[src/rtl/wb_port_arbiter.sv]
// wb_port_arbiter: shares the register-file write port between the MEM_WB
// stage and buffered mul/div results. A live pipeline write always wins.
// MDU results queue in a small FIFO and drain through idle write slots.
// The FIFO head has an age counter. The arbiter requests a pipeline stall
// when the FIFO is nearly full or the head has waited too long.
module wb_port_arbiter #(
  parameter int DEPTH    = 4,
  parameter int MAX_WAIT = 8
) (
  input  logic        clk,
  input  logic        rst,
  input  logic        wb_we_i,
  input  logic        wb_mem_to_reg_i,
  input  logic [31:0] wb_mem_data_i,
  input  logic [31:0] wb_alu_result_i,
  input  logic [4:0]  wb_reg_i,
  input  logic        mdu_valid_i,
  input  logic [4:0]  mdu_reg_i,
  input  logic [31:0] mdu_data_i,
  output logic        mdu_ready_o,
  output logic        rf_we_o,
  output logic [4:0]  rf_waddr_o,
  output logic [31:0] rf_wdata_o,
  output logic [31:0] pending_mask_o,
  output logic        pipe_stall_o
);

  localparam int PW = $clog2(DEPTH);
  localparam int CW = PW + 1;
  localparam int AW = $clog2(MAX_WAIT + 1);
  localparam logic [CW-1:0] DEPTH_C    = CW'(DEPTH);
  localparam logic [CW-1:0] STALL_LVL  = CW'(DEPTH - 1);
  localparam logic [AW-1:0] MAX_WAIT_C = AW'(MAX_WAIT);

  logic [4:0]    fifo_reg_q  [DEPTH];
  logic [4:0]    fifo_reg_d  [DEPTH];
  logic [31:0]   fifo_data_q [DEPTH];
  logic [31:0]   fifo_data_d [DEPTH];
  logic [PW-1:0] rd_ptr_q, rd_ptr_d;
  logic [PW-1:0] wr_ptr_q, wr_ptr_d;
  logic [CW-1:0] count_q, count_d;
  logic [AW-1:0] age_q, age_d;

  logic          wb_live;
  logic          fifo_empty;
  logic          ready;
  logic          pop;
  logic          push;
  logic [31:0]   pending_mask;

  // Slot arbitration: a live pipeline write blocks the MDU pop. A result
  // for r0 is accepted so the MDU can move on, but it is never stored.
  always_comb begin
    wb_live    = wb_we_i && (wb_reg_i != 5'd0);
    fifo_empty = (count_q == '0);
    ready      = (count_q < DEPTH_C);
    pop        = !wb_live && !fifo_empty;
    push       = mdu_valid_i && ready && (mdu_reg_i != 5'd0);
  end

  // Next-state logic for the FIFO, the pointers, the count and the head age.
  always_comb begin
    fifo_reg_d  = fifo_reg_q;
    fifo_data_d = fifo_data_q;
    wr_ptr_d    = wr_ptr_q;
    rd_ptr_d    = rd_ptr_q;
    if (push) begin
      fifo_reg_d[wr_ptr_q]  = mdu_reg_i;
      fifo_data_d[wr_ptr_q] = mdu_data_i;
      wr_ptr_d              = wr_ptr_q + PW'(1);
    end
    if (pop) begin
      rd_ptr_d = rd_ptr_q + PW'(1);
    end
    count_d = count_q + CW'(push) - CW'(pop);
    if (fifo_empty || pop) begin
      age_d = '0;
    end else if (age_q == MAX_WAIT_C) begin
      age_d = age_q;
    end else begin
      age_d = age_q + AW'(1);
    end
  end

  // Scoreboard: decode the destination registers of all occupied FIFO slots.
  always_comb begin
    pending_mask = '0;
    for (int i = 0; i < DEPTH; i++) begin
      if ({1'b0, PW'(PW'(i) - rd_ptr_q)} < count_q) begin
        pending_mask[fifo_reg_q[i]] = 1'b1;
      end
    end
  end

  // State registers, cleared asynchronously.
  always_ff @(posedge clk or negedge rst) begin
    if (!rst) begin
      for (int i = 0; i < DEPTH; i++) begin
        fifo_reg_q[i]  <= '0;
        fifo_data_q[i] <= '0;
      end
      rd_ptr_q <= '0;
      wr_ptr_q <= '0;
      count_q  <= '0;
      age_q    <= '0;
    end else begin
      fifo_reg_q  <= fifo_reg_d;
      fifo_data_q <= fifo_data_d;
      rd_ptr_q    <= rd_ptr_d;
      wr_ptr_q    <= wr_ptr_d;
      count_q     <= count_d;
      age_q       <= age_d;
    end
  end

  // Output mux. Every output is held at zero while reset is asserted,
  // including outputs that are driven straight from the inputs.
  always_comb begin
    mdu_ready_o    = 1'b0;
    rf_we_o        = 1'b0;
    rf_waddr_o     = '0;
    rf_wdata_o     = '0;
    pending_mask_o = '0;
    pipe_stall_o   = 1'b0;
    if (rst) begin
      mdu_ready_o    = ready;
      pending_mask_o = pending_mask;
      pipe_stall_o   = (count_q >= STALL_LVL) || (age_q == MAX_WAIT_C);
      if (wb_live) begin
        rf_we_o    = 1'b1;
        rf_waddr_o = wb_reg_i;
        rf_wdata_o = wb_mem_to_reg_i ? wb_mem_data_i : wb_alu_result_i;
      end else if (!fifo_empty) begin
        rf_we_o    = 1'b1;
        rf_waddr_o = fifo_reg_q[rd_ptr_q];
        rf_wdata_o = fifo_data_q[rd_ptr_q];
      end
    end
  end

  // Decode must hold off any pipeline write to a register with a buffered
  // MDU result. Otherwise the older MDU value would land after the newer
  // pipeline value.
  wb_hazard_a: assert property (@(posedge clk) disable iff (!rst)
    !(wb_live && pending_mask[wb_reg_i]));

endmodule

[config.mk]
export PLATFORM = sky130hd
export DESIGN_NAME = wb_port_arbiter
export DESIGN_NICKNAME = d
export VERILOG_FILES = /design/src/rtl/wb_port_arbiter.sv
export SDC_FILE = /design/constraint.sdc
export NUM_CORES = 1
export LEC_CHECK = 0
export ABC_AREA = 1
export CAP_MARGIN = 20
export CORE_AREA = 4 4 141 143
export DETAILED_ROUTE_END_ITERATION = 6
export DIE_AREA = 0 0 145 147
export MAX_ROUTING_LAYER = met4
export PLACE_DENSITY = 0.86
export SYNTH_ARGS = -nofsm -noshare
export SYNTH_HDL_FRONTEND = slang
export SYNTH_SLANG_ARGS = --single-unit
[constraint.sdc]
create_clock -name clk -period 3.3 [get_ports clk]
set_input_delay 0.495 -clock clk [delete_from_list [all_inputs] [get_ports clk]]
set_output_delay 0.495 -clock clk [all_outputs]
set_load 0.1 [all_outputs]
==> Word-level counts from Yosys, hierarchy flattened <==
Index checks and enable logic that the tools add are counted.
{ "classes": {"n_reduce_logical": 16, "n_lt_le_gt_ge": 17, "addsub": 9, "n_eq_ne": 2, "n_mux": 39, "bitwise_logic": 5} }
{ "ops": {"columns": ["op", "count"], "rows": [
  ["$mux W32", 12],
  ["$bwmux W128", 1],
  ["$or A32 B32 Y32", 3],
  ["$bmux W32 S2", 1],
  ["$demux W32 S2", 1],
  ["$mux W5", 6],
  ["$lt A5 B6 Y1 const B", 4],
  ["$bwmux W20", 1],
  ["$demux W1 S5", 4],
  ["$ge A5 B1 Y1 const B", 4],
  ["$lt A2 B3 Y1", 4],
  ["$bmux W5 S2", 1],
  ["$demux W5 S2", 1],
  ["$reduce_bool A5 Y1", 2],
  ["$logic_and A1 B1 Y1", 9],
  ["$mux W1", 9],
  ["$mux W4", 2],
  ["$ge A3 B3 Y1 const B", 2],
  ["$not A2 Y3", 2],
  ["$add A2 B1 Y2 const B", 2],
  ["$add A4 B1 Y4 const B", 1],
  ["$eq A4 B4 Y1 const B", 1],
  ["$sub A1 B2 Y2 const A", 2],
  ["$sub A2 B2 Y2 const A", 2],
  ["9 further kinds", 11]
]} }
{ "word_totals": {"wordCells": 100, "regBits": 159} }

==> Longest topological paths before layout <==
Gate-level depths: netlist of run 1.
{ "depth": {"ltp_word": 12, "ltp_mapped": 13} }

==> Worst setup path after synthesis of run 1 <==
No wires, ideal clock.
{ "synth_timing": {"kind": "register -> output", "from": "register rd_ptr_q[0]", "to": "output pending_mask_o[10]", "path_buffers": 3, "slack_ns": -0.326, "required_time_ns": 2.805, "t_arrival_ns": 3.131, "stages_incl_launch_ff": 14, "path_cell_list": "dfrtp_1 -> buf_2 -> buf_2 -> xnor2_1 -> inv_1 -> ha_1 -> inv_1 -> nor2_1 -> a21oi_2 -> buf_2 -> nand2_1 -> nand2_1 -> nor2_1 -> nor2_1"} }
{ "synth_via": {"elab_chain_len": 10} }
{ "synth_rtl": {"columns": ["element", "line", "text"], "rows": [
  ["start, declared", "39", "logic [PW-1:0] rd_ptr_q, rd_ptr_d;"],
  ["start signal, assigned", "109", "rd_ptr_q <= rd_ptr_d;"],
  ["$sub A1 B2 Y2", "89", "if ({1'b0, PW'(PW'(i) - rd_ptr_q)} < count_q) begin"],
  ["$lt A2 B3 Y1", "89", null],
  ["$mux W32", "89", null],
  ["$or A32 B32 Y32 (no source line)", null, null],
  ["$mux W32", "89", null],
  ["$or A32 B32 Y32 (no source line)", null, null],
  ["$mux W32", "89", null],
  ["$or A32 B32 Y32 (no source line)", null, null],
  ["$mux W32 *", "89", null],
  ["$mux W32 *", "125", "if (rst) begin"],
  ["end, declared", "24", "output logic [31:0] pending_mask_o,"]
]} }
Mark *: on every way between the ends. The rest lies on a longest branch, timed or not.

==> Worst setup path after layout of run 1 <==
{ "layout_timing": {"from": "register rd_ptr_q[0]", "to": "output pending_mask_o[16]"} }
Same word-level chain as after synthesis.

==> results.toml, run 1 <==
[cts]
cts_setup_buffers = 0
cts_htree_levels = 4
cts_tree = "done"
root_buffer = "clkbuf_16"
clk_pin_slew_ns = 0.07
clockBufferDepth = 2
cts_buffers = 17
ctsHoldBuffers = 0
cts_resized = 0
clkLatencyLatePin_ns = 0.43
cts.sinks = 159

[placement]
dp.cells = 2114
io_buffers = 182
dpl.hpwl_um = 23300
placed_cell_area_um2 = 13500
pre_cts_ws_ns = 0.339
gp_congestion = 0.997

[layout]
antennaDiodeCount = 0
drive_above_1_share_pct = 9.31
stdcell_area_um2 = 14100
nFillCells = 1404
fin_cells = 2146
seqCellArea_um2 = 3980
syn_to_final_growth_pct = 30.1
nets = 2024
multi_input_area_um2 = 6090
postLayoutCoreUtil_pct = 76.0

[setup_path]
cp-start-kind = "flop"
crit_fanout = 75
crit_type = "reg -> out"
r2r_setup_slack_ns = 0.84
cp.arrival_ns = 2.65
reg2reg_depth = 9
cp-end-kind = "primary output"
timing.rr.start = "count_q[1]$_DFF_PN0_"
rr_endpoint = "count_q[2]$_DFF_PN0_"
required_ns = 2.80

[yosys]
ys_seq_elements = 159
avgSynthCellArea_um2 = 6.11
synth_fp_nets = 1901
synthTopCellsByCount = "903 x nand2_1, 207 x nor2_1, 159 x dfrtp_1"
synth_ff_type = "dfrtp_1"
synth_area_leaders = "dfrtp_1 37%, nand2_1 31%, nor2_1 7.2%, o21ai_0 4.3%, o21ai_1 4.1%"
synth_edf_count = 0
synth_warnings = 0
yosysMostFrequentCell = "nand2_1"
yosysTopAreaCell = "dfrtp_1"
async_flop_share_pct = 100
synthCells = 1776
syn_area_um2 = 10800
synth_cell_types = 28
synth.top_cell.area_share_pct = 36.7
yosysSeqAreaShare_pct = 36.7

[power]
power.density_nw_per_um2 = 992
ir_drop_uv = 601
leakagePower_nw = 7.13

[detailed_routing]
drt-pass1-iter-count = 6
wire_per_inst_um = 16.2
drt_iter0_drc = 1212
detail-route-antenna-nets = 0
drc_errors = 0
finalWirelength_um = 34800
viasPerCell = 5.52
vias = 11800

[timing]
grt_setup_unrepaired = "no"
drv_slew = 0
max_freq_mhz = 318
post-route-period-util_pct = 95.2
final.setup.tns_ns = 0
skew_ns = 0.00991
setup_ws_ns = 0.159
setup_viol = 0
max-slew-margin-rel_pct = 37.6
finalHoldViolCount = 0
post-route-min-period_ns = 3.14
tightestPinTransition_ns = 0.937

[floorplanning]
io_pins = 183
die_w_um = 145
start_util_pct = 58.4
die_area_um2 = 21300
rows = 50
core_um2 = 18600
die_y_um = 147

[grt]
overflow = 0
antenna_found_initial = 0
grt_pass1_wl_um = 56900
grt_max_degree = 160
grt_pass1_vias = 11300
grt_use_total_pct = 33.3

[run]
cap_violations = 0

[worst_hold_path]
hp-class = "in -> async"

[outcome]
outcome = "finished clean"
## cell type report
cell class / count / share of cell area, %
multi-input combinational: 1434 / 43.2
inverter: 78 / 2.11
clock inverter: 14 / 1.24
clock buffer: 18 / 3.11
timing repair buffer: 209 / 20.1
tap: 234 / 2.07
sequential: 159 / 28.2
## worst max path at each step
stage	cells after the start	from	end	slack (ns)
2_1_floorplan	7	wb_reg_i[3]	rf_wdata_o[22]	0.11
3_3_place_gp	9	wb_reg_i[1]	rf_wdata_o[26]	0.42
3_5_place_dp	9	wb_reg_i[1]	rf_wdata_o[30]	0.34
4_1_cts	11	rd_ptr_q[0]$_DFFE_PN0P_	pending_mask_o[27]	0.01
5_1_grt	11	rd_ptr_q[0]$_DFFE_PN0P_	pending_mask_o[1]	0.02
6_report	11	rd_ptr_q[0]$_DFFE_PN0P_	pending_mask_o[16]	0.16
## registers in the layout, summed over array words and instances (netlist names)
signal	cells
fifo_data_q	128
fifo_reg_q	20
count_q	3
wr_ptr_q	2
age_q	4
rd_ptr_q	2
## report_power, final
group | internal, W | switching [W]
combinational | 0.00253 | 0.00598
clock | 0.00116 | 0.000882
sequential | 0.00283 | 0.000607
total | 0.00652 | 0.00747
## layer usage
metal	part of all wire, %	GRT usage (%)	wire length, um	up-vias
met4	2.4	12.4	841	0
li1	-	-	-	5751
met1	39	41.3	13700	5400
met2	49	54.8	17200	611
met3	9.0	6.29	3140	76
met5	0	-	0	-
## stage by stage
step,hold WS (ns),power [W]
5_1_grt,0.285,0.0149
6_report,0.188,0.0140
4_1_cts,0.269,0.0139
3_5_place_dp,0.469,0.0117
3_3_place_gp,0.462,0.0115
2_1_floorplan,0.199,0.00917
## layout by cell type (no fill, tap or decap), drive strengths merged, types with 2 or more instances in the layout
cell / n
nand2: 903
dfrtp: 159
clkdlybuf4s50: 108
bufinv: 2
o21ai: 182
xor2: 4
inv: 82
xnor2: 2
buf: 101
nand3: 70
a21oi: 43
clkinvlp: 2
clkinv: 6
ha: 13
nor2: 211
clkbuf: 18
a31oi: 2
## worst max-delay path, cell delays in order (launching register included)
cell and delay (ns):
dfrtp_2 0.41, buf_6 0.52, nand2_1 0.17, nand2_1 0.11, nand2_1 0.05, nand2_1 0.05
buf_4 0.29, nand2_1 0.10, nand2_1 0.11, nor2_1 0.06, nor2_2 0.13, buf_12 0.19
## logic make-up (layout without fill, tap and decap cells)
| family | Yosys count | after routing | synth area share (%) |
|---|---|---|---|
| AND/OR/NAND/NOR | 1186 | 1186 | 42.4 |
| adder cells (fa/ha/maj) | 14 | 14 | 1.68 |
| XOR/XNOR | 6 | 6 | 0.484 |
| AO/OA/AOI/OAI | 228 | 228 | 10.8 |
| buffers and inverters | 183 | 319 | 7.97 |
| flip-flops | 159 | 159 | 36.7 |
No activity file was read; power rests on OpenSTA's default activity.
==> run 2: changes to the inputs <==
- CORE_AREA: 4 4 141 143 -> 4 4 140 142
- CTS_BUF_LIST: default -> sky130_fd_sc_hd__clkbuf_2
- DIE_AREA: 0 0 145 147 -> 0 0 144 146
- PLACE_DENSITY: 0.86 -> 0.88
==> run 2 against run 1 <==
  * The flow now finishes with violations (negative setup slack)
  * Maximum frequency is 7.2% lower
  * Critical path depth decreased by 2
  * Register-to-register slack improved by 0.10 ns
  * Sequential cell count did not move
  * Cell count grew 0.42%
  * Wire length decreased by 0.69%
  * Total power shrank 5.4%
  * Sequential share of layout area is 0.50 points higher
  * Via count increased by 1.0%
  * First-iteration DRC count is 10% higher
  * Global-route usage rose by 0.37 points
  * Non-clock buffer count grew 7
  * Critical endpoint is now rf_waddr_o[1]
  * Largest cell class unchanged
==> results.toml, run 2 (synthesis gave the netlist of run 1 again) <==
[power]
ir_drop_uv = 625
leakagePower_nw = 7.03
power.density_nw_per_um2 = 954
power.total_w = 0.0132

[layout]
syn_to_final_growth_pct = 28.0
nets = 2031
fin_cells = 2155
reg_top3 = "fifo_data_q (128), fifo_reg_q (20), age_q (4)"
nFillCells = 1462
largest_register_ffs = 128
drive_above_1_share_pct = 10.0
top_register = "fifo_data_q"
final_cell_mix = "901 x nand2_1, 174 x nor2_1, 156 x dfrtp_1, 108 x clkdlybuf4s50_1, 94 x o21ai_0"
seqCellArea_um2 = 3990
final_common_cell = "nand2_1"
multi_input_area_um2 = 6120

[timing]
setup_viol = 12
post-route-min-period_ns = 3.39
setup_ws_ns = -0.0861
drv_slew = 0
grt_setup_unrepaired = "yes"
max_freq_mhz = 295
max-slew-margin-rel_pct = 38.6
post-route-period-util_pct = 103
tightestPinTransition_ns = 0.920
finalHoldViolCount = 0
skew_ns = 0.0307

[grt]
antenna_found_initial = 2
grt_pass1_vias = 11000
grt_pass1_wl_um = 55700
overflow = 0
grt_use_total_pct = 33.7
grt_max_degree = 160

[cts]
clkLatencyLatePin_ns = 0.74
cts_tree = "done"
cts_htree_levels = 4
root_buffer = "clkbuf_2"
cts_buffers = 17
cts.sinks = 159
clk_pin_slew_ns = 0.27
clockBufferDepth = 2

[setup_path]
crit_type = "reg -> out"
cp.arrival_ns = 2.89
crit_fanout = 31
cp-start-kind = "flop"
required_ns = 2.80
cp-end-kind = "primary output"

[floorplanning]
io_pins = 183
start_util_pct = 58.8
die_w_um = 144
core_um2 = 18500
die_y_um = 146
die_area_um2 = 21000
rows = 50

[worst_hold_path]
hp-class = "in -> reg"

[placement]
io_buffers = 182
gp_congestion = 0.995
dp.cells = 2113
dpl.hpwl_um = 23400

[detailed_routing]
viasPerCell = 5.55
detail-route-antenna-nets = 0
drc_errors = 0
finalWirelength_um = 34600
drt_iter0_drc = 1336
vias = 12000
wire_per_inst_um = 16.1
drt-pass1-iter-count = 5

[outcome]
outcome = "complete, but fails checks"
violations = "negative setup slack"

[run]
cap_violations = 0
[run 2: worst max-delay path, stage by stage, from the launching register on]
cell,delay [ns]
dfrtp_4,0.57
clkinv_2,0.25
bufbuf_16,0.41
nand2_1,0.07
nand2_1,0.09
nand2_1,0.08
nand2_1,0.13
nand3_1,0.10
a21oi_1,0.26
buf_12,0.21
[run 2: metrics by stage]
stage	hold WS, ns	area [um^2]	setup slack, ns	TNS [ns]	util (%)
detailed placement	0.469	13500	0.402	0	72.9
floorplan	0.199	10900	0.114	0	-
global placement	0.462	13500	0.447	0	72.9
global route	0.275	13900	-0.220	-8.94	75.2
CTS	0.276	13800	-0.101	-3.16	74.8
finish	0.325	13900	-0.0861	-0.243	75.2
[run 2: area by class of cell]
class                   count  share of cell area (%)
repair buffers            216                    21.2
clock buffers              17                   0.613
flip-flops and latches    159                    28.7
well taps                 234                    2.11
inverters                  78                    2.15
clock inverters            15                    1.09
diodes                      2                  0.0360
multi-input cells        1434                    44.1
[run 2: final timing paths]
path	from	end	slack [ns]	depth (start not counted)
worst max-delay path	rd_ptr_q[0]$_DFFE_PN0P_	rf_waddr_o[1]	-0.09	9
worst min register to register	fifo_data_q[99]$_DFFE_PN0P_	fifo_data_q[99]$_DFFE_PN0P_	0.51	2
worst max register to register	count_q[2]$_DFF_PN0_	count_q[2]$_DFF_PN0_	0.94	9
worst min-delay path	mdu_data_i[25]	fifo_data_q[57]$_DFFE_PN0P_	0.32	3
max in group asynchronous	rst	fifo_data_q[6]$_DFFE_PN0P_	2.22	3
min in group asynchronous	rst	fifo_reg_q[19]$_DFFE_PN0P_	0.40	3
[run 2: layer usage]
layer / global-route usage, % / vias up / wire length (um)
li1: - / 5767 / -
met1: 44.1 / 5474 / 13500
met2: 53.1 / 645 / 17000
met3: 6.01 / 76 / 3270
met4: 10.9 / 0 / 812
met5: - / - / 0
[run 2: power by group]
| group | internal (W) | total [W] | switching, W | leakage, nW |
|---|---|---|---|---|
| sequential | 0.00282 | 0.00341 | 0.000592 | 1.99 |
| clock | 0.000300 | 0.00107 | 0.000768 | 0.144 |
| combinational | 0.00271 | 0.00877 | 0.00606 | 4.90 |
[run 2: what timing repair did]
action                                  4_1_cts  5_1_grt
cloned                                        1        0
setup buffers                                 4        1
hold buffers                                  1        0
endpoints found under the setup margin       69       68
hold endpoints to repair                    159        0
resized for setup                            11       13
==> run 3: changes to the inputs <==
- MAX_ROUTING_LAYER: met4 -> default
- PLACE_DENSITY: 0.88 -> 0.92
==> run 3 against run 2 <==
  * The flow finishes with violations (design-rule violations, negative setup slack)
  * Cell count is 0.93% higher
  * Wire length grew 18%
  * Critical endpoint is now pending_mask_o[28]
  * Utilization increased by 3.5 points
  * Combinational power grew 21%
  * Largest cell class unchanged
  * Clock skew grew 0.012 ns
  * Die area did not move
  * Global-route usage grew 0.55 points
  * Setup slack got worse by 0.13 ns
  * Non-clock buffer count grew 22
  * Critical path type unchanged
  * Register-to-register slack worse by 0.08 ns
  * First-iteration DRC count rose by 46%
  * Sequential share of layout area is 1.3 points lower
==> results.toml, run 3 (synthesis gave the netlist of run 1 again) <==
[timing]
grt_setup_unrepaired = "yes"
drv_slew = 0
post-route-min-period_ns = 3.52
tightestPinTransition_ns = 0.978
setup_ws_ns = -0.218
finalHoldViolCount = 0
max_freq_mhz = 284
skew_ns = 0.0424
post-route-period-util_pct = 107
setup_viol = 34
max-slew-margin-rel_pct = 34.7

[grt]
antenna_found_initial = 0
grt_use_total_pct = 34.2
grt_pass1_vias = 11800
grt_max_degree = 67
overflow = 0
grt_pass1_wl_um = 58400

[cts]
clockBufferDepth = 2
cts_tree = "done"
cts.sinks = 159
cts_buffers = 17
cts_htree_levels = 4
root_buffer = "clkbuf_2"
clkLatencyLatePin_ns = 0.78
clk_pin_slew_ns = 0.24

[layout]
final_cell_mix = "853 x nand2_1, 159 x nor2_1, 156 x dfrtp_1, 108 x clkdlybuf4s50_1, 94 x o21ai_0"
nets = 2053
largest_register_ffs = 128
nFillCells = 1147
syn_to_final_growth_pct = 34.0
antennaDiodeCount = 0
drive_above_1_share_pct = 14.4
reg_top3 = "fifo_data_q (128), fifo_reg_q (20), age_q (4)"
top_register = "fifo_data_q"
final_common_cell = "nand2_1"
postLayoutCoreUtil_pct = 78.7

[placement]
gp_congestion = 0.985
io_buffers = 182
dpl.hpwl_um = 23900

[setup_path]
crit_fanout = 8
worstPathCellList = "xnor2_4 -> buf_6 -> ha_4 -> inv_4 -> nor2_4 -> a21oi_2 -> buf_6 -> clkbuf_16 -> nand2_2 -> nand2_2 -> nor2_2 -> nor2_2 -> buf_12"
required_ns = 2.80
cp_top_family = "buffers and inverters"
cp.arrival_ns = 3.02
path_buf_inv = 5
cp-end-kind = "primary output"
critical_path.max_stage_delay_ns = 0.54
cp-start-kind = "flop"
crit_type = "reg -> out"
cpMaxStageDelayCell = "dfrtp_2"

[detailed_routing]
drt_iter0_drc = 1946
vias = 13300
wire_per_inst_um = 18.8
viasPerCell = 6.12
drt-pass1-iter-count = 7
drc_errors = 8
detail-route-antenna-nets = 0
finalWirelength_um = 40800

[floorplanning]
io_pins = 183
rows = 50
die_area_um2 = 21000
die_y_um = 146
start_util_pct = 58.8
die_w_um = 144
core_um2 = 18500

[outcome]
outcome = "complete, but fails checks"
violations = "design-rule violations, negative setup slack"

[power]
power.density_nw_per_um2 = 1040
power.total_w = 0.0152
leakagePower_nw = 7.29
ir_drop_uv = 621

[worst_hold_path]
hp-class = "in -> async"

[run]
cap_violations = 0
run 3: changes by cell type in the layout (fill, tap and decap cells not counted), moves of 5 or more:
cell / delta
nand2_4: +16
nand2_2: +32
buf_4: +7
nor2_4: +7
nor2_1: -15
clkbuf_16: +7
buf_6: +5
nor2_2: +8
nand2_1: -48
run 3: cell type report:
type                            count  area, um^2  share of cell area [%]
Sequential cell                   159        3990                    27.4
Clock buffer                       17        85.1                   0.585
Clock inverter                     15         144                   0.990
Multi-Input combinational cell   1434        6430                    44.2
Inverter                           78         308                    2.12
Tap cell                          234         293                    2.01
Timing Repair Buffer              238        3290                    22.6
run 3: metrics by stage:
step                cells  setup WS, ns  hold slack, ns  setup TNS, ns  area, um^2
detailed placement   2118         0.423           0.413              0       13500
CTS                  2159       -0.0848           0.151          -1.92       13900
floorplan            1776         0.114           0.199              0       10900
finish               2175        -0.218           0.164          -4.83       14500
global placement     2118         0.465           0.407              0       13500
global route         2175        -0.261           0.147          -7.43       14500
run 3: final timing paths:
kind	end	cells after the start	slack, ns	start
min in group clk	fifo_data_q[105]$_DFFE_PN0P_	3	0.33	mdu_data_i[9]
max in group asynchronous	rd_ptr_q[0]$_DFFE_PN0P_	3	1.84	rst
setup / recovery	pending_mask_o[28]	13	-0.22	rd_ptr_q[1]$_DFFE_PN0P_
hold reg to reg	fifo_data_q[122]$_DFFE_PN0P_	2	0.51	fifo_data_q[122]$_DFFE_PN0P_
hold / removal	fifo_reg_q[7]$_DFFE_PN0P_	2	0.16	rst
setup reg to reg	count_q[2]$_DFF_PN0_	9	0.86	count_q[1]$_DFF_PN0_
run 3: power by group:
| group | total, W | switching (W) | internal [W] |
|---|---|---|---|
| registers | 0.00348 | 0.000658 | 0.00282 |
| logic | 0.0106 | 0.00700 | 0.00362 |
| clock network | 0.00109 | 0.000745 | 0.000342 |
run 3: what timing repair did:
| item | 4_1_cts | 5_1_grt |
|---|---|---|
| hold buffers | 1 | 0 |
| endpoints found under the hold margin | 31 | 0 |
| pin swaps | 1 | 43 |
| setup buffers | 6 | 6 |
| setup endpoints to repair | 69 | 56 |
| gates cloned | 2 | 9 |
| resized for setup | 25 | 104 |
run 3: routing by layer:
layer	global-route usage [%]	routed length [um]	up-vias
met5	0	0	-
met4	15.3	3070	0
met3	8.28	5660	368
met2	54.3	18400	1182
met1	44.3	13700	5924
li1	-	-	5827
